File: src/rtl/rps_pkg.sv
// Shared move/result encodings, FSM state type and the judging function.
package rps_pkg;

  localparam int unsigned MOVE_W = 2;

  localparam logic [MOVE_W-1:0] MOVE_NONE     = 2'b00;
  localparam logic [MOVE_W-1:0] MOVE_ROCK     = 2'b01;
  localparam logic [MOVE_W-1:0] MOVE_PAPER    = 2'b10;
  localparam logic [MOVE_W-1:0] MOVE_SCISSORS = 2'b11;

  localparam logic [MOVE_W-1:0] RES_NONE = 2'b00;
  localparam logic [MOVE_W-1:0] RES_DRAW = 2'b01;
  localparam logic [MOVE_W-1:0] RES_WIN  = 2'b10;
  localparam logic [MOVE_W-1:0] RES_LOSE = 2'b11;

  typedef enum logic [1:0] {
    ST_IDLE         = 2'b00,
    ST_REVEAL       = 2'b01,
    ST_RESULT       = 2'b10,
    ST_WAIT_RELEASE = 2'b11
  } state_t;

  // Result code seen from the player's side for one pair of legal moves.
  function automatic logic [MOVE_W-1:0] judge(input logic [MOVE_W-1:0] player,
                                              input logic [MOVE_W-1:0] cpu);
    logic [MOVE_W-1:0] res;
    res = RES_LOSE;
    if (player == cpu)
      res = RES_DRAW;
    else if ((player == MOVE_ROCK     && cpu == MOVE_SCISSORS) ||
             (player == MOVE_PAPER    && cpu == MOVE_ROCK)     ||
             (player == MOVE_SCISSORS && cpu == MOVE_PAPER))
      res = RES_WIN;
    return res;
  endfunction

endpackage

File: src/rtl/btn_sync_edge.sv
// Two-flop synchroniser plus history flop and rising-edge detect for one button.
module btn_sync_edge (
  input  logic clk,
  input  logic resetn,
  input  logic btn,
  output logic level,
  output logic press_c
);

  logic s1;
  logic s2;
  logic s3;

  // Synchroniser chain; s3 remembers the previous synchronised level.
  always_ff @(posedge clk or negedge resetn) begin
    if (!resetn) begin
      s1 <= 1'b0;
      s2 <= 1'b0;
      s3 <= 1'b0;
    end else begin
      s1 <= btn;
      s2 <= s1;
      s3 <= s2;
    end
  end

  assign level   = s2;
  assign press_c = s2 & ~s3;

endmodule

File: src/rtl/rps_match_judge.sv
// Per-round front end: accepts one player move, draws a CPU move, reveals, then pulses the result.
module rps_match_judge
  import rps_pkg::*;
#(
  parameter int unsigned REVEAL_CYCLES = 4,
  parameter logic [7:0]  LFSR_SEED     = 8'hA5
) (
  input  logic       clk,
  input  logic       resetn,
  input  logic       btn_rock,
  input  logic       btn_paper,
  input  logic       btn_scissors,
  input  logic       game_over,
  input  logic       cpu_force_en,
  input  logic [1:0] cpu_force_move,
  output logic [1:0] matchresult,
  output logic [1:0] player_move,
  output logic [1:0] cpu_move,
  output logic       move_valid,
  output logic       busy
);

  localparam int unsigned CNT_W  = 8;
  localparam int unsigned LFSR_W = 8;

  logic lvl_r, lvl_p, lvl_s;
  logic prs_r, prs_p, prs_s;

  btn_sync_edge u_sync_rock (
    .clk(clk), .resetn(resetn), .btn(btn_rock),     .level(lvl_r), .press_c(prs_r)
  );
  btn_sync_edge u_sync_paper (
    .clk(clk), .resetn(resetn), .btn(btn_paper),    .level(lvl_p), .press_c(prs_p)
  );
  btn_sync_edge u_sync_scissors (
    .clk(clk), .resetn(resetn), .btn(btn_scissors), .level(lvl_s), .press_c(prs_s)
  );

  logic              valid_c;
  logic [MOVE_W-1:0] press_move_c;
  logic              any_level_c;

  // A press counts only when it is the single active button this cycle.
  always_comb begin
    valid_c      = 1'b0;
    press_move_c = MOVE_NONE;
    if (prs_r && !lvl_p && !lvl_s) begin
      valid_c      = 1'b1;
      press_move_c = MOVE_ROCK;
    end else if (prs_p && !lvl_r && !lvl_s) begin
      valid_c      = 1'b1;
      press_move_c = MOVE_PAPER;
    end else if (prs_s && !lvl_r && !lvl_p) begin
      valid_c      = 1'b1;
      press_move_c = MOVE_SCISSORS;
    end
  end

  assign any_level_c = lvl_r | lvl_p | lvl_s;

  logic [LFSR_W-1:0] lfsr;
  logic [MOVE_W-1:0] mod3;

  // Free-running 8-bit Fibonacci LFSR (taps 8,6,5,4) steering a 1..3 counter.
  always_ff @(posedge clk or negedge resetn) begin
    if (!resetn) begin
      lfsr <= LFSR_SEED;
      mod3 <= MOVE_ROCK;
    end else begin
      lfsr <= {lfsr[LFSR_W-2:0], lfsr[7] ^ lfsr[5] ^ lfsr[4] ^ lfsr[3]};
      if (lfsr[0])
        mod3 <= (mod3 == MOVE_SCISSORS) ? MOVE_ROCK : mod3 + 2'b01;
    end
  end

  state_t           state;
  logic [CNT_W-1:0] reveal_cnt;

  // Round FSM with registered outputs.
  always_ff @(posedge clk or negedge resetn) begin
    if (!resetn) begin
      state       <= ST_IDLE;
      reveal_cnt  <= '0;
      matchresult <= RES_NONE;
      player_move <= MOVE_NONE;
      cpu_move    <= MOVE_NONE;
      move_valid  <= 1'b0;
      busy        <= 1'b0;
    end else begin
      case (state)
        ST_IDLE: begin
          matchresult <= RES_NONE;
          if (valid_c && !game_over) begin
            state       <= ST_REVEAL;
            reveal_cnt  <= CNT_W'(REVEAL_CYCLES - 1);
            player_move <= press_move_c;
            cpu_move    <= cpu_force_en ? cpu_force_move : mod3;
            move_valid  <= 1'b1;
            busy        <= 1'b1;
          end
        end
        ST_REVEAL: begin
          if (reveal_cnt == '0) begin
            state       <= ST_RESULT;
            matchresult <= judge(player_move, cpu_move);
          end else begin
            reveal_cnt <= reveal_cnt - CNT_W'(1);
          end
        end
        ST_RESULT: begin
          state       <= ST_WAIT_RELEASE;
          matchresult <= RES_NONE;
        end
        ST_WAIT_RELEASE: begin
          if (!any_level_c) begin
            state      <= ST_IDLE;
            move_valid <= 1'b0;
            busy       <= 1'b0;
          end
        end
        default: begin
          state       <= ST_IDLE;
          matchresult <= RES_NONE;
          move_valid  <= 1'b0;
          busy        <= 1'b0;
        end
      endcase
    end
  end

endmodule

File: config.mk
export PLATFORM = sky130hd
export DESIGN_NAME = rps_match_judge
export DESIGN_NICKNAME = d
export VERILOG_FILES = /design/src/rtl/rps_pkg.sv /design/src/rtl/btn_sync_edge.sv /design/src/rtl/rps_match_judge.sv
export SDC_FILE = /design/constraint.sdc
export NUM_CORES = 1
export LEC_CHECK = 0
export CAP_MARGIN = 20
export CORE_AREA = 2 2 57 59
export DETAILED_ROUTE_END_ITERATION = 10
export DIE_AREA = 0 0 59 61
export GPL_TIMING_DRIVEN = 1
export HOLD_SLACK_MARGIN = 0.06
export PLACE_DENSITY_LB_ADDON = 0.05
export SYNTH_ARGS = -nofsm -noshare
export SYNTH_HDL_FRONTEND = slang
export SYNTH_HIERARCHICAL = 1
export SYNTH_SLANG_ARGS = --single-unit
File: constraint.sdc
create_clock -name clk -period 3.5 [get_ports clk]
set_clock_uncertainty 0.1 [all_clocks]
set_input_delay 0.7 -clock clk [delete_from_list [all_inputs] [get_ports clk]]
set_output_delay 0.7 -clock clk [all_outputs]
set_load 0.05 [all_outputs]
Word level (Yosys, flattened, before mapping)
Index checks and enable logic that the tools add are counted.
{"block": "totals", "register_bits": 36, "wordCells": 94, "output_inout_bits": 8, "in_bits": 9}
{"block": "op_classes", "reduce_logical": 27, "bitwise": 11, "n_eq_ne": 15, "muxes": 22, "addsub": 2}
{"cell": "$mux W2", "count": 10}
{"cell": "$mux W8", "count": 2}
{"cell": "$pmux W8 S2", "count": 1}
{"cell": "$eq A2 B2 Y1 const B", "count": 7}
{"cell": "$logic_and A1 B1 Y1", "count": 10}
{"cell": "$reduce_and A3 Y1", "count": 3}
{"cell": "$logic_not A8 Y1", "count": 1}
{"cell": "$ne A2 B2 Y1 const B", "count": 4}
{"cell": "$pmux W2 S4", "count": 1}
{"cell": "$sub A8 B1 Y8 const B", "count": 1}
{"cell": "$eq A2 B1 Y1 const B", "count": 3}
{"cell": "$mux W1", "count": 6}
{"cell": "$reduce_bool A2 Y1", "count": 3}
{"cell": "$logic_not A1 Y1", "count": 4}
{"cell": "$pmux W2 S2", "count": 1}
{"cell": "$reduce_and A2 Y1", "count": 2}
{"cell": "$and A1 B1 Y1", "count": 3}
{"cell": "$not A1 Y1", "count": 3}
{"cell": "$xor A1 B1 Y1", "count": 3}
{"cell": "$add A2 B1 Y2 const B", "count": 1}
{"cell": "$eq A2 B2 Y1", "count": 1}
{"cell": "$logic_not A2 Y1", "count": 1}
{"cell": "$logic_or A1 B1 Y1", "count": 2}
{"cell": "$or A1 B1 Y1", "count": 2}
{"cell": "other kinds (2)", "count": 2}

Depth between registers and ports, before layout
Gate-level depths: netlist of the first run.
{"block": "logic_depth", "depth_word": 10, "mapped_depth": 6}

Cells and area by module
The synthesis of the first run kept the hierarchy.
{"mod": "rps_match_judge", "area_per_inst_um2": 1427.6, "seq_area_each_um2": 681.9, "cells_each": 128, "instances": 1}
{"mod": "btn_sync_edge", "area_per_inst_um2": 88.8, "seq_area_each_um2": 75.1, "cells_each": 4, "instances": 3}

Worst setup path before layout of the first run
OpenSTA, ideal clock, no wires.
{"block": "synth_timing", "kind": "reg2reg", "startpoint": "reg reveal_cnt[0]", "endpoint": "reg reveal_cnt[0]", "n_path_buf": 0, "required_ns": 3.275, "setup_ns": 0.125, "stages_incl_launch_ff": 7, "slack_ns": 1.441, "arrival_time_ns": 1.834, "synth_period_minus_slack_ns": 2.059, "path_cell_list": "dfrtp_1 inv_1 ha_1 or4b_4 o21a_4 o22a_4 mux2_4"}
{"block": "synth_via", "elab_chain_cells": 3, "elab_cells_between_ends": 6, "classes_between": "add/sub (1); eq/ne (1); mux (2); reduce/logical (2)"}
{"item": "from (decl)", "line_no": "rps_match_judge.sv:77", "text": "logic [CNT_W-1:0] reveal_cnt;"}
{"item": "from (signal assigned)", "line_no": "rps_match_judge.sv:95", "text": "reveal_cnt <= CNT_W'(REVEAL_CYCLES - 1);"}
{"item": "from (signal assigned)", "line_no": "rps_match_judge.sv:107", "text": "reveal_cnt <= reveal_cnt - CNT_W'(1);"}
{"item": "$sub A8 B1 Y8 / $logic_not A8 Y1 (equally long branches)", "line_no": "rps_match_judge.sv:107, rps_match_judge.sv:103"}
{"item": "$mux W8 / $ne A2 B2 Y1 (equally long branches)"}
{"item": "$pmux W8 S2 / $reduce_and A3 Y1 (equally long branches)"}
Parallel ways exist; a longest one is shown, timed or not. The select of a mux whose other input is x is not followed.
A chain may end at the register's enable or synchronous reset.

Worst setup path in the final report of the first run
{"block": "layout_timing", "startpoint": "reg cpu_move[0]", "endpoint": "out cpu_move[0]"}
{"item": "from (decl)", "line_no": "rps_match_judge.sv:18", "text": "output logic [1:0] cpu_move,"}
{"item": "from (signal assigned)", "line_no": "rps_match_judge.sv:97", "text": "cpu_move <= cpu_force_en ? cpu_force_move : mod3;"}
No word-level cell between the ends.

==> metrics.yaml, run 1 <==
wirelength_mm: 2.95
cp-end-kind: "primary output"
port_buffers: 16
pre_cts_ws_ns: 1.05
layout_common_cells: "dfrtp_1 (31), inv_1 (16), clkdlybuf4s50_1 (16)"
setup_viol: 0
core-area_mm2: 0.00295
insertion_delay_ns: 0.33
slowest_delay_ns: 0.84
numCtsBuffers: 5
cp_num_buf_inv: 1
fin_hold_ws_ns: 0.264
clockBufferDepth: 2
start_util: 0.574
yosys_warnings: 6
post_cts_resized: 0
max_slew.worst_pin.slew_ns: 0.545
post_cts_buffers: 0
hold_violations: 0
firstDrtPassIters: 4
place_congestion: 0.809
drt-initial-drc-count: 59
ios: 17
cts_tree: "built"
dp_cells: 189
slowest_stage: "clkdlybuf4s50_1"
cp.required_ns: 2.70
clk_pin_slew_ns: 0.11
ff2ff_path_depth: 6
clock.fmax_mhz: 413
detail_route.wl_per_cell_um: 15.0
layout.cells.most_common: "dfrtp_1"
drv_slew: 0
synth-edff-count: 0
tns_ns: 0
arrival_ns: 1.62
synthTopCellsByArea: "dfrtp_1 (46%), dfstp_2 (7.8%), ha_1 (5.2%), inv_1 (3.5%), mux2_2 (3.3%)"
yosys.area.top_type: "dfrtp_1"
grt_max_degree: 37
antenna_found_initial: 0
fin_util: 0.685
syn_to_final_growth_pct: 19.4
endpoint: "cpu_move[0]"
worst_slack_ns: 1.08
async_reset_ff_frac: 1.00
dieArea_mm2: 0.00360
layout_min_cycle_time_ns: 2.42
cap_violations: 0
vias: 1145
r2r-start: "reveal_cnt[0]"
overflow: 0
drive_gt1_frac: 0.189
cts.hold.buffers_added: 0
r2r-end: "reveal_cnt[0]"
cp-start-kind: "flop"
crit_type: "flop to primary output"
peakVddDrop_mv: 0.408
grt_use_total: 0.190
hp-start: "u_sync_scissors/s1"
nets: 179
clock-sinks: 36
path_max_fanout: 5
power_mw: 1.65
status: "finished clean"
dpl.hpwl_mm: 2.18
ys.flop_type: "dfrtp_1"
first_global_vias: 1102
p_per_area_mw_per_mm2: 816
die_h_um: 61
netlist_area_mm2: 0.00169
placed_area_mm2: 0.00190
final-instance-count-excl-fill: 197
yosys.cell_types.count: 45
detail-route-antenna-nets: 0
power.leakage_nw: 0.876
rsz0062_at_grt: "false"
cp-startpoint: "cpu_move[0]"
cts-root-buf: "clkbuf_4"
relSlewSlack: 0.636
grt_pass1_wl_mm: 4.98
drc: 0
min_path_type: "flop to flop"
syn_nets: 156
crit_cells: 1
die_w_um: 59
synth-seq-cells: 36
crit_family: "buffers and inverters"
fill_cells: 222
fin_area_mm2: 0.00202
regToRegSetupSlack_ns: 1.24
rows: 20
syn_area_per_cell_um2: 12.1
htree_levels: 2
worstPathCellList: "clkdlybuf4s50_1"
fin_crit_sh: 0.692
viasPerCell: 5.81
seq_area_frac_synth: 0.535
synth_top_area_frac: 0.458
netlist_instances: 140
n_antenna_cell: 0
## kinds of logic after synthesis
family                   synth area share
buffers and inverters              0.0399
XOR/XNOR                           0.0414
flip-flops                          0.535
multiplexers                       0.0539
adder cells (fa/ha/maj)            0.0517
AO/OA/AOI/OAI                       0.167
AND/OR/NAND/NOR                     0.111
## sequential cells by signal, indices dropped and copies added (netlist names)
register / count
busy: 1
cpu_move: 2
lfsr: 8
matchresult: 2
mod3: 2
player_move: 2
reveal_cnt: 8
state: 2
u_sync_paper/level: 1
u_sync_paper/s1: 1
u_sync_paper/s3: 1
u_sync_rock/level: 1
u_sync_rock/s1: 1
u_sync_rock/s3: 1
u_sync_scissors/level: 1
u_sync_scissors/s1: 1
u_sync_scissors/s3: 1
## final cells by class
class                      instances  area [µm²]  share of cell area
multi-input combinational         87         719               0.356
timing repair buffer              17         168              0.0829
sequential                        36         907               0.448
inverter                          16        60.1              0.0297
clock inverter                     3        90.1              0.0445
clock buffer                       5        37.5              0.0186
tap                               33        41.3              0.0204
## power by group
group / total [mW] / internal, mW / switching, mW
clock: 0.431 / 0.294 / 0.137
combinational: 0.645 / 0.280 / 0.365
sequential: 0.575 / 0.490 / 0.0846
## worst min-delay path by stage
stage                       endpoint  cells past startpoint
6_report       u_sync_scissors/level                      0
5_1_grt            u_sync_rock/level                      0
4_1_cts            u_sync_rock/level                      0
3_5_place_dp      u_sync_paper/level                      0
3_3_place_gp   u_sync_scissors/level                      0
2_1_floorplan     u_sync_paper/level                      0
## synth_stat cells, types with 2 or more instances
library cell and count:
a21o_1 2, a21oi_1 4, dfrtp_1 31, dfstp_2 5, ha_1 7, inv_1 16, mux2_2 5, mux2i_1 2
nand2_1 5, nand2b_1 4, nor2_1 4, nor2b_4 3, nor3_1 2, o2111ai_1 2, o211ai_1 2, o21ai_0 4
o221ai_1 5, o22ai_1 3, o31ai_1 2, xnor2_1 6, xor2_1 2
## routing by layer
layer  vias to the layer above  track usage  wire length (µm)
li1                        552            -                 -
met1                       567        0.234              1320
met2                        22        0.321              1500
met3                         4       0.0448                81
met4                         0       0.0877                45
met5                         -            0                 0
(Power assumes the default switching activity.)
==> inputs of run 2 (changes only) <==
CORE_AREA = 2 2 59 61   (was 2 2 57 59)
DIE_AREA = 0 0 61 63   (was 0 0 59 61)
clock period = 2.5 ns   (was 3.5 ns; I/O delays follow)
==> run 2 against run 1 <==
Setup slack worse by 0.80 ns. Worst hold slack worse by 0.010 ns. Count of clock-buffer cells in the layout rose by 1. Combinational power is 40% higher. Global-route usage decreased by 1.4 points. Register-to-register slack worse by 0.95 ns. Sequential share of layout area up 0.85 points. Utilization decreased by 7.1 points. Non-clock buffer count increased by 1. Power is 23% higher. Largest power group unchanged. Highest routed layer unchanged.
==> metrics.yaml, run 2 (synthesized netlist as in run 1, its figures left out) <==
sw_frac_of_total: 0.404  # +0.0489
start_util: 0.524  # -0.0495
grtUsageMet1: 0.249  # +0.0153
nets: 180  # +0.56%
min_path_cells: 0  # unchanged
detail_route.wl_per_cell_um: 13.4  # -10%
ff2ff_path_depth: 5  # -1
place_congestion: 0.796  # -1.6%
port_buffers: 16  # unchanged
overflow: 0  # unchanged
use_met2: 0.246  # -0.0747
dpl.hpwl_mm: 2.01  # -7.9%
crit_cells: 1  # unchanged
power_switching_mw: 0.823  # +40%
drive_gt1_frac: 0.194  # +0.00492
fin_crit_sh: 0.888
power.leakage_nw: 0.846  # -3.4%
slowest_delay_ns: 0.84  # about the same
clock-sinks: 36  # unchanged
p_per_area_mw_per_mm2: 1030  # +26%
grt_use_met3: 0.0621  # +0.0173
min_path_type: "flop to flop"
grt_pass1_wl_mm: 5.00  # +0.42%
p_comb_frac: 0.442  # +0.051
cp-start-kind: "flop"
drc: 0  # unchanged
htree_levels: 2  # unchanged
cp-end-kind: "primary output"
setup_viol: 0  # unchanged
cp_num_buf_inv: 1  # unchanged
layout.cells.most_common: "dfrtp_1"
ios: 17  # unchanged
detail-route-antenna-nets: 0  # unchanged
hold_violations: 0  # unchanged
drt-initial-drc-count: 76  # +29%
layout_min_cycle_time_ns: 2.22
first_global_vias: 1079  # -2.1%
cts.hold.buffers_added: 0  # unchanged
syn_to_final_growth_pct: 17.2
clock.fmax_mhz: 450
arrival_ns: 1.62  # about the same
status: "finished clean"
cap_violations: 0  # unchanged
worstPathCellList: "clkdlybuf4s50_1"
fill_cells: 270  # +22%
core-area_mm2: 0.00323  # +9.4%
rsz0062_at_grt: "false"
dieArea_mm2: 0.00384  # +6.8%
slowest_stage: "clkdlybuf4s50_1"
viasPerCell: 5.40  # -7.0%
p_clk_frac: 0.163  # -0.098
grt_use_total: 0.176  # -0.0139
path_max_fanout: 5  # unchanged
firstDrtPassIters: 4  # unchanged
grt_max_degree: 37  # unchanged
top_regs: "lfsr: 8 flops, reveal_cnt: 8 flops"
peakVddDrop_mv: 0.445  # +9.1%
relSlewSlack: 0.656  # +0.0198
tns_ns: 0  # unchanged
die_h_um: 63  # +3.3%
drv_slew: 0  # unchanged
post_cts_resized: 0  # unchanged
cp.required_ns: 1.90  # -0.80 ns
internal-power_mw: 1.21  # +14%
power_mw: 2.04  # +23%
n_antenna_cell: 0  # unchanged
numCtsBuffers: 5  # unchanged
vias: 1140  # -0.44%
crit_family: "buffers and inverters"
cts_tree: "built"
insertion_delay_ns: 0.34  # about the same
wirelength_mm: 2.83  # -4.0%
max_slew.worst_pin.slew_ns: 0.515  # -0.0303 ns
seqPwrFrac: 0.394  # +0.046
clockBufferDepth: 2  # unchanged
die_w_um: 61  # +3.4%
rows: 21  # +5.0%
cts-root-buf: "clkbuf_4"
clk_pin_slew_ns: 0.11  # about the same
busiest_layer: "met1"
fin_hold_ws_ns: 0.254  # -0.0101 ns
layout_common_cells: "dfrtp_1 (31), inv_1 (16), clkdlybuf4s50_1 (16)"
crit_type: "flop to primary output"
antenna_found_initial: 0  # unchanged
post_cts_buffers: 0  # unchanged
==> run 2: final cells by class <==
class	instances	area [µm²]	share of cell area
Multi-Input combinational cell	87	719	0.362
Tap cell	46	57.6	0.0290
Sequential cell	36	907	0.457
Timing Repair Buffer	18	175	0.0882
Clock buffer	6	51.3	0.0258
Inverter	16	60.1	0.0302
Clock inverter	2	15.0	0.00756
==> run 2: power by group through the flow <==
stage / clock network, mW / registers, mW / logic [mW]
final: 0.333 / 0.803 / 0.901
after global routing: 0.371 / 0.823 / 0.994
after CTS: 0.350 / 0.802 / 0.902
after detailed placement: 0 / 0.813 / 0.897
after global placement: 0 / 0.809 / 0.886
after floorplan: 0 / 0.918 / 0.557
==> run 2: per-stage QoR <==
stage          setup WS [ns]  instances  utilization  instance area (µm²)
6_report               0.280        211        0.614                 1990
5_1_grt                0.133        211        0.614                 1990
4_1_cts                0.248        211        0.614                 1990
3_5_place_dp           0.320        203        0.594                 1920
3_3_place_gp           0.374        203        0.594                 1920
2_1_floorplan          0.441        140            -                 1690
==> run 2: worst paths after layout <==
check / from / endpoint / slack [ns]
setup / recovery: cpu_move[0] / cpu_move[0] / 0.28
hold / removal: u_sync_paper/s1 / u_sync_paper/level / 0.25
setup reg to reg: u_sync_paper/level / reveal_cnt[0] / 0.29
hold reg to reg: u_sync_paper/s1 / u_sync_paper/level / 0.25
max in group asynchronous: resetn / lfsr[5] / 1.50
min in group asynchronous: resetn / state[0] / 0.46
==> run 2: per-layer routing <==
metal	share of wire	wire (µm)	up-vias
li1	-	-	551
met1	0.48	1360	551
met2	0.45	1270	33
met3	0.055	156	5
met4	0.018	51	0
met5	0	0	-
==> inputs of run 3 (changes only) <==
PLACE_DENSITY = 0.74   (was not set)
PLACE_DENSITY_LB_ADDON = not set   (was 0.05)
==> run 3 against run 2 <==
Register-to-register slack got worse by 0.02 ns. Maximum frequency fell by 0.62%. Sequential cell count stayed put. First-iteration DRC count decreased by 26%. Combinational power about the same. Utilization grew 0.31 points. Count of clock-buffer cells in the layout did not move. Critical path depth is 5 higher. Non-clock buffer count stayed put. Power rose by 3.4%. Clock power grew 20%. Sequential power barely moved. Critical endpoint is now reveal_cnt[5]. Largest power group unchanged.
==> metrics.yaml, run 3 (synthesized netlist as in run 1, its figures left out) <==
status: "finished clean"
p_per_area_mw_per_mm2: 1050  # +2.8%
drc: 0  # unchanged
fill_cells: 265  # -1.9%
slowest_delay_ns: 0.47  # -0.37 ns
p_clk_frac: 0.190  # +0.027
crit_type: "flop to flop"
die_w_um: 61  # unchanged
viasPerCell: 5.33  # -1.3%
max_slew.worst_pin.slew_ns: 0.499  # -0.0163 ns
ios: 17  # unchanged
first_global_vias: 1095  # +1.5%
hold_violations: 0  # unchanged
cp-end-kind: "flop"
worstPathCellList: "inv_1, ha_1, or4b_4, o21a_4, o21ai_1, o221ai_1"
r2r-end: "reveal_cnt[5]"
nets: 180  # unchanged
setup_viol: 0  # unchanged
p_comb_frac: 0.428  # -0.014
seq_area_um2: 907  # unchanged
r2r-start: "reveal_cnt[0]"
dp_cells: 203  # unchanged
grt_max_degree: 37  # unchanged
internal-power_mw: 1.29  # +6.1%
place_congestion: 0.839  # +5.4%
htree_levels: 2  # unchanged
post_cts_resized: 0  # unchanged
layout_common_cells: "dfrtp_1 (31), inv_1 (16), clkdlybuf4s50_1 (16)"
power_switching_mw: 0.818  # -0.67%
seqPwrFrac: 0.382  # -0.012
layout_min_cycle_time_ns: 2.23  # +0.0138 ns
power.leakage_nw: 0.858  # +1.4%
detail_route.wl_per_cell_um: 13.8  # +2.8%
whs_endpoint: "u_sync_paper/level"
regToRegSetupSlack_ns: 0.27  # -0.02 ns
relSlewSlack: 0.665  # +0.00972
die_h_um: 63  # unchanged
cp-start-kind: "flop"
tns_ns: 0  # unchanged
numCtsBuffers: 5  # unchanged
sw_frac_of_total: 0.389  # -0.0158
start_util: 0.524  # unchanged
drv_slew: 0  # unchanged
clk_pin_slew_ns: 0.12  # about the same
rows: 21  # unchanged
cap_violations: 0  # unchanged
drt-initial-drc-count: 56  # -26%
fin_hold_ws_ns: 0.258  # +0.00461 ns
placed_area_mm2: 0.00192  # unchanged
final-instance-count-excl-fill: 211  # unchanged
clockBufferDepth: 2  # unchanged
core-area_mm2: 0.00323  # unchanged
firstDrtPassIters: 4  # unchanged
grt_pass1_wl_mm: 5.25  # +5.0%
post_cts_buffers: 0  # unchanged
syn_to_final_growth_pct: 17.8
fin_crit_sh: 0.894  # +0.00552
path_max_fanout: 7  # +2
cts.hold.buffers_added: 0  # unchanged
slowest_stage: "or4b_4"
antenna_found_initial: 0  # unchanged
drive_gt1_frac: 0.188  # -0.00606
top_regs: "lfsr: 8 flops, reveal_cnt: 8 flops"
arrival_ns: 2.32  # +0.70 ns
min_path_type: "flop to flop"
dpl.hpwl_mm: 2.05  # +2.3%
grt_use_total: 0.182  # +0.00580
n_antenna_cell: 0  # unchanged
worst_slack_ns: 0.266  # -0.0138 ns
clock.fmax_mhz: 448  # -0.62%
overflow: 0  # unchanged
detail-route-antenna-nets: 0  # unchanged
vias: 1125  # -1.3%
insertion_delay_ns: 0.34  # about the same
cts_tree: "built"
wirelength_mm: 2.91  # +2.8%
fin_area_mm2: 0.00200  # +0.50%
rsz0062_at_grt: "false"
power_mw: 2.10  # +3.4%
cp.required_ns: 2.58  # +0.68 ns
multi_input_area_um2: 719  # unchanged
port_buffers: 16  # unchanged
cts-root-buf: "clkbuf_4"
cp-startpoint: "reveal_cnt[0]"
clock-sinks: 36  # unchanged
min_path_cells: 0  # unchanged
fin_util: 0.617  # +0.00310
dieArea_mm2: 0.00384  # unchanged
hp-start: "u_sync_paper/s1"
pre_cts_ws_ns: 0.308  # -0.0113 ns
peakVddDrop_mv: 0.495  # +11%
ff2ff_path_depth: 6  # +1
layout.cells.most_common: "dfrtp_1"
[run 3: power by group through the flow]
stage | Sequential, mW | Clock, mW | Combinational [mW]
after floorplan | 0.918 | 0 | 0.557
after global placement | 0.808 | 0 | 0.881
after detailed placement | 0.815 | 0 | 0.897
after CTS | 0.802 | 0.410 | 0.903
after global routing | 0.825 | 0.432 | 0.995
final | 0.804 | 0.401 | 0.900
[run 3: worst max path at each step]
| stage | end | cells past startpoint |
|---|---|---|
| finish | reveal_cnt[5] | 6 |
| floorplan | reveal_cnt[0] | 6 |
| CTS | cpu_move[0] | 1 |
| global placement | reveal_cnt[0] | 6 |
| detailed placement | reveal_cnt[5] | 6 |
| global route | reveal_cnt[5] | 6 |
[run 3: per-layer routing]
metal | global-route usage | vias to the layer above | wire length (µm)
met5 | 0 | - | 0
met4 | 0.0598 | 0 | 28
met3 | 0.0580 | 4 | 143
met2 | 0.247 | 35 | 1290
met1 | 0.275 | 533 | 1450
li1 | - | 553 | -
[run 3: worst max-delay path, delay by kind of cell (launching register included)]
family	cells	cell delay [ns]
AOI/OAI and AO/OA	3	0.74
and+or+nand+nor	1	0.47
DFF	1	0.43
buffers and inverters	1	0.17
adders and majority gates	1	0.17
[run 3: area by class of cell]
class / instances / area share
flip-flops and latches: 36 / 0.455
multi-input cells: 87 / 0.361
repair buffers: 18 / 0.0878
inverters: 16 / 0.0301
well taps: 46 / 0.0288
clock buffers: 6 / 0.0207
clock inverters: 2 / 0.0176
